==> src/rtl/grid_row_streamer.sv <==
// rtl/grid_row_streamer.sv - captures a ROWS*COLS Life snapshot and streams it out one row per valid/ready transfer
// Optional GRID_POP_EN adds pop_count, the live-cell count of the captured snapshot.
module grid_row_streamer #(
    parameter int ROWS         = 8,
    parameter int COLS         = 8,
    parameter bit BOTTOM_FIRST = 1'b0
) (
    input  logic                    clk,
    input  logic                    reset_n,
    input  logic                    load,
    input  logic [ROWS*COLS-1:0]    grid_in,
    output logic                    busy,
    output logic                    row_valid,
    input  logic                    row_ready,
    output logic [COLS-1:0]         row_data,
    output logic [$clog2(ROWS)-1:0] row_idx,
    output logic                    row_last,
    output logic                    frame_done
`ifdef GRID_POP_EN
    ,
    output logic [$clog2(ROWS*COLS+1)-1:0] pop_count
`endif
);

    localparam int IDX_W = $clog2(ROWS);
    localparam int POP_W = $clog2(ROWS*COLS+1);
    localparam logic [IDX_W-1:0] FIRST_IDX = BOTTOM_FIRST ? IDX_W'(ROWS-1) : '0;
    localparam logic [IDX_W-1:0] FINAL_IDX = BOTTOM_FIRST ? '0 : IDX_W'(ROWS-1);

    typedef enum logic {
        ST_IDLE = 1'b0,
        ST_SEND = 1'b1
    } state_t;

    state_t                 state_q, state_d;
    logic [ROWS*COLS-1:0]   shadow_q, shadow_d;
    logic [IDX_W-1:0]       row_q, row_d;
    logic                   done_q, done_d;

    logic capture;
    logic xfer;
    logic at_final;

    // The frame_done cycle is IDLE but still refuses a new capture.
    assign capture  = (state_q == ST_IDLE) && load && !done_q;
    assign xfer     = (state_q == ST_SEND) && row_ready;
    assign at_final = (row_q == FINAL_IDX);

    always_ff @(posedge clk or negedge reset_n) begin
        if (!reset_n) begin
            state_q  <= ST_IDLE;
            shadow_q <= '0;
            row_q    <= '0;
            done_q   <= 1'b0;
        end else begin
            state_q  <= state_d;
            shadow_q <= shadow_d;
            row_q    <= row_d;
            done_q   <= done_d;
        end
    end

    always_comb begin
        state_d = state_q;
        case (state_q)
            ST_IDLE: if (capture)         state_d = ST_SEND;
            ST_SEND: if (xfer && at_final) state_d = ST_IDLE;
            default:                      state_d = ST_IDLE;
        endcase
    end

    // The counter stops on the final row so row_data keeps its last value in IDLE.
    always_comb begin
        shadow_d = shadow_q;
        row_d    = row_q;
        done_d   = 1'b0;
        if (capture) begin
            shadow_d = grid_in;
            row_d    = FIRST_IDX;
        end
        if (xfer) begin
            if (at_final) begin
                done_d = 1'b1;
            end else if (BOTTOM_FIRST) begin
                row_d = row_q - 1'b1;
            end else begin
                row_d = row_q + 1'b1;
            end
        end
    end

    always_comb begin
        busy       = (state_q == ST_SEND);
        row_valid  = (state_q == ST_SEND);
        row_last   = (state_q == ST_SEND) && at_final;
        frame_done = done_q;
        row_idx    = row_q;
        row_data   = shadow_q[int'(row_q)*COLS +: COLS];
    end

`ifdef GRID_POP_EN
    logic [POP_W-1:0] pop_q, pop_d;
    logic [POP_W-1:0] row_pop;

    always_comb begin
        row_pop = '0;
        for (int i = 0; i < COLS; i++) begin
            row_pop = row_pop + POP_W'(row_data[i]);
        end
    end

    always_comb begin
        pop_d = pop_q;
        if (capture) begin
            pop_d = '0;
        end else if (xfer) begin
            pop_d = pop_q + row_pop;
        end
    end

    always_ff @(posedge clk or negedge reset_n) begin
        if (!reset_n) begin
            pop_q <= '0;
        end else begin
            pop_q <= pop_d;
        end
    end

    assign pop_count = pop_q;
`endif

endmodule

==> config.mk <==
export PLATFORM = sky130hd
export DESIGN_NAME = grid_row_streamer
export DESIGN_NICKNAME = d
export VERILOG_FILES = /design/src/rtl/grid_row_streamer.sv
export SDC_FILE = /design/constraint.sdc
export NUM_CORES = 1
export LEC_CHECK = 0
export ABC_CLOCK_PERIOD_IN_PS = 3200
export BUFFER_PORTS_ARGS = -buffer_cell sky130_fd_sc_hd__buf_2
export CAP_MARGIN = 10
export CORE_MARGIN = 8
export CORE_UTILIZATION = 57
export DETAILED_ROUTE_END_ITERATION = 7
export PLACE_DENSITY = 0.88
export SKIP_CTS_REPAIR_TIMING = 1
export SYNTH_ARGS = -nofsm -noshare
export SYNTH_HDL_FRONTEND = slang
export SYNTH_SLANG_ARGS = --single-unit
==> constraint.sdc <==
create_clock -name clk -period 3.2 [get_ports clk]
set_input_delay 0.48 -clock clk [delete_from_list [all_inputs] [get_ports clk]]
set_output_delay 0.48 -clock clk [all_outputs]
set_load 0.03 [all_outputs]
# After elaboration in Yosys (flattened, before gate mapping)
# Cells that the tools add are included.
[word_totals] inputBits=68 regBits=69 output_inout_bits=15 wordCells=22
[classes] n_addsub=1 shifts=1 n_eq_ne=1 n_reduce_logical=6 n_bitwise=1 n_mux=8
[ops] operator="indexed part select 64 x 7 -> 8 bit" count=1
[ops] operator="two-way mux 3 bit" count=3
[ops] operator="logical AND 1 bit" count=5
[ops] operator="two-way mux 1 bit" count=4
[ops] operator="adder 3 x 1 -> 3 bit (second input constant)" count=1
[ops] operator="== test 3 bit (second input constant)" count=1
[ops] operator="one-hot mux 1 bit (2 select lines)" count=1
[ops] operator="zero test 1 bit" count=1
[ops] operator="inverter 1 bit" count=1

# Longest topological paths before layout
[depth] ltp_word=6 depth_mapped=5 depth_no_buf=5

# Worst setup path after synthesis
# No wires, ideal clock.
[synth_timing] path_type="reg2out" start="register row_q[2], in the netlist row_idx[2]" end="output port row_data[0]" slack_ps=1052 path_buffers=2 t_arrival_ps=1668 stages_incl_launch_ff=5 required_time_ps=2720 cell_sequence="dfrtp_1 clkbuf_1 buf_2 mux4_2 mux2_4"
[synth_via] elab_chain_cells=1
[synth_rtl] item="start: declaration" line="37" rtl="logic [IDX_W-1:0] row_q, row_d;"
[synth_rtl] item="start signal: assignment" line="58" rtl="row_q <= row_d;"
[synth_rtl] item="indexed part select 64 x 7 -> 8 bit" line="98" rtl="row_data = shadow_q[int'(row_q)*COLS +: COLS];"
[synth_rtl] item="end: declaration" line="15" rtl="output logic [COLS-1:0] row_data,"
# No other way between the ends.

# Worst setup path after layout
[layout_timing] start="register row_q[0], in the netlist row_idx[0]" end="output port row_data[5]"
# The elaborated chain is that of the path after synthesis.

==> impl_metrics.tcl <==
set metrics [dict create \
    setup_tns_ns 0 \
    finish.utilization_pct 69.73 \
    num_vias 1856 \
    wl_mm 6.371 \
    diodes 0 \
    dp_hpwl_mm 4.729 \
    final_area_um2 3792 \
    num_rows 27 \
    wire_per_inst_um 18.47 \
    die_w_um 90.69 \
    worstPathArrival_ns 2.18 \
    rsz0062_at_grt "false" \
    cts_root_buf "clkbuf_8" \
    yosys_warnings 0 \
    finalPower_mw 3.932 \
    crit_family "multiplexers" \
    syn-num-nets 257 \
    cp_max_fo 16 \
    finalCritPeriodShare_pct 83.02 \
    tightestPinTransition_ns 0.8087 \
    dpl_worst_slack_ns 0.8570 \
    clk_latency_ns 0.33 \
    cp_num_buf_inv 2 \
    cts_sinks 69 \
    start_kind "register" \
    dr.pass1.iters 4 \
    finalSetupViolations 0 \
    ant_nets 0 \
    viasPerCell 5.380 \
    gp_congestion 0.7340 \
    maxSlewViolCount 0 \
    reg2reg_depth 3 \
    fill_cells 379 \
    ys_seq_area_share_pct 54.31 \
    critPathMaxStageDelay_ns 0.60 \
    finalNetCount 340 \
    grt_usage_pct 16.56 \
    cts.clk_slew.worst_paths_ns 0.07 \
    syn_avg_cell_area_um2 17.09 \
    initial_core_util_pct 58.45 \
    cts_made_buffers 9 \
    antenna_found_initial 1 \
    path_cells "buf_4 > mux4_1 > mux2_4 > buf_2" \
    synth_cell_types 22 \
    yosys_register_bits 69 \
    dieHeight_um 90.69 \
    power.density_nw_per_um2 1037 \
    critical_path_depth 4 \
    total_leakage_power_nw 1.755 \
    h-tree-depth 3 \
    core_um2 5439 \
    syn_inst 186 \
    finalHoldViolations 0 \
    drc_errors 0 \
    syn_area_um2 3179 \
    status "complete, no violations" \
    worst_setup_path_end_kind "primary output" \
    portBuffers 82 \
    worstSetupPathType "reg -> out" \
    die_area_um2 8224 \
    fin_crit_ns 2.656 \
    hold_class "in -> async" \
    grt_pass1_vias 2170 \
    final.setup.worst_slack_ns 0.5435 \
    drive_above_1_share_pct 65.93 \
    fmax_mhz 376.4 \
    irDropWorstVdd_mv 0.6431 \
    crit_required_ns 2.72 \
    io_pins 83 \
    gr-total-overflow 0 \
    cpMaxStageDelayCell "mux4_1" \
    grt_max_degree 67 \
    maxCapViolations 0 \
    clock_skew_ns 0.004768 \
    place_area_um2 3612 \
    cts_max_path_buffers 2 \
    area_growth_pct 19.28 \
    slew_headroom_pct 46.09 \
    grt_pass1_wl_mm 10.70 \
    cts_tree "yes" \
    drtIter0Drc 75 \
]
cell type report:
class | instances | area (um2) | area share, %
multi-input combinational | 103 | 1359 | 35.83
clock inverter | 5 | 52.55 | 1.386
clock buffer | 10 | 127.6 | 3.365
timing repair buffer | 85 | 432.9 | 11.42
tap | 72 | 90.09 | 2.375
sequential | 69 | 1727 | 45.53
inverter | 1 | 3.754 | 0.09898
Yosys cell counts:
cell      count  share of area [%]
ha_1          3                1.2
mux2_4        8                3.8
and2_1        1               0.20
nand3b_1      2               0.47
a21oi_1       1               0.16
nor2_1        2               0.24
mux4_1        8                6.6
buf_2         4               0.63
a22o_1        2               0.55
buf_1         1               0.12
mux2_2       64                 23
buf_6         1               0.35
nor3b_2       1               0.39
buf_12        1               0.63
dfrtp_1      69                 54
o21ai_0       1               0.16
and3b_1       1               0.28
clkbuf_1      1               0.12
mux4_2        8                5.7
and3_1        1               0.20
inv_1         1               0.12
buf_4         5                1.2
metrics by stage:
step / hold WS, ns / instances
after floorplan: 0.1844 / 186
after global placement: 0.4843 / 330
after detailed placement: 0.4913 / 330
after CTS: 0.1467 / 345
after global routing: 0.1952 / 345
final: 0.1458 / 345
worst register-to-register path, delay by kind of cell (launching register included):
family | cells | cell delay (ns)
and+or+nand+nor | 1 | 0.21
buffers and inverters | 1 | 0.64
DFF | 1 | 0.46
muxes | 1 | 0.48
routing by layer:
layer  part of all wire (%)  vias up  GRT usage (%)
met3                    6.1       12          5.653
met5                   0.16        -              0
met1                     39      924          18.68
li1                       -      864              -
met4                    1.7        2          8.183
met2                     53       54          27.34
state kept, by name, summed over array words and instances, names as in the netlist:
| name | count |
|---|---|
| frame_done | 1 |
| busy | 1 |
| shadow_q | 64 |
| row_idx | 3 |
path summary, 6_finish.rpt:
| path | to | slack [ns] | start |
|---|---|---|---|
| setup / recovery | row_data[5] | 0.54 | row_idx[0] |
| setup reg to reg | shadow_q[1] | 1.29 | busy |
| max in group asynchronous | shadow_q[39] | 2.10 | reset_n |
| min in group clk | shadow_q[45] | 0.37 | grid_in[45] |
| hold reg to reg | shadow_q[37] | 0.50 | shadow_q[37] |
| hold / removal | shadow_q[58] | 0.15 | reset_n |
where the power goes:
group          internal (mW)  switching, mW
clock network          0.352          0.307
registers               1.30          0.315
logic                  0.960          0.693
total                   2.62           1.32
cells by family (layout without fill, tap and decap cells):
kind of cell / count (synthesis) / in the layout / synth area share, %
multiplexers: 88 / 88 / 38.72
flip-flops: 69 / 69 / 54.31
buffers and inverters: 14 / 101 / 3.148
AND/OR/NAND/NOR: 8 / 8 / 1.771
AO/OA/AOI/OAI: 4 / 4 / 0.8656
adder cells (fa/ha/maj): 3 / 3 / 1.181
cell usage in the layout (no fill, tap or decap), drive strengths merged:
| cell | Yosys | final |
|---|---|---|
| dfrtp | 69 | 69 |
| and3b | 1 | 1 |
| clkinv | 0 | 3 |
| clkinvlp | 0 | 1 |
| nor3b | 1 | 1 |
| inv | 1 | 1 |
| a22o | 2 | 2 |
| bufinv | 0 | 1 |
| nor2 | 2 | 2 |
| and2 | 1 | 1 |
| buf | 12 | 85 |
| and3 | 1 | 1 |
| mux2 | 72 | 72 |
| clkbuf | 1 | 10 |
| mux4 | 16 | 16 |
| ha | 3 | 3 |
| nand3b | 2 | 2 |
| o21ai | 1 | 1 |
| a21oi | 1 | 1 |
Note: power is estimated with default switching activity, not from simulation.
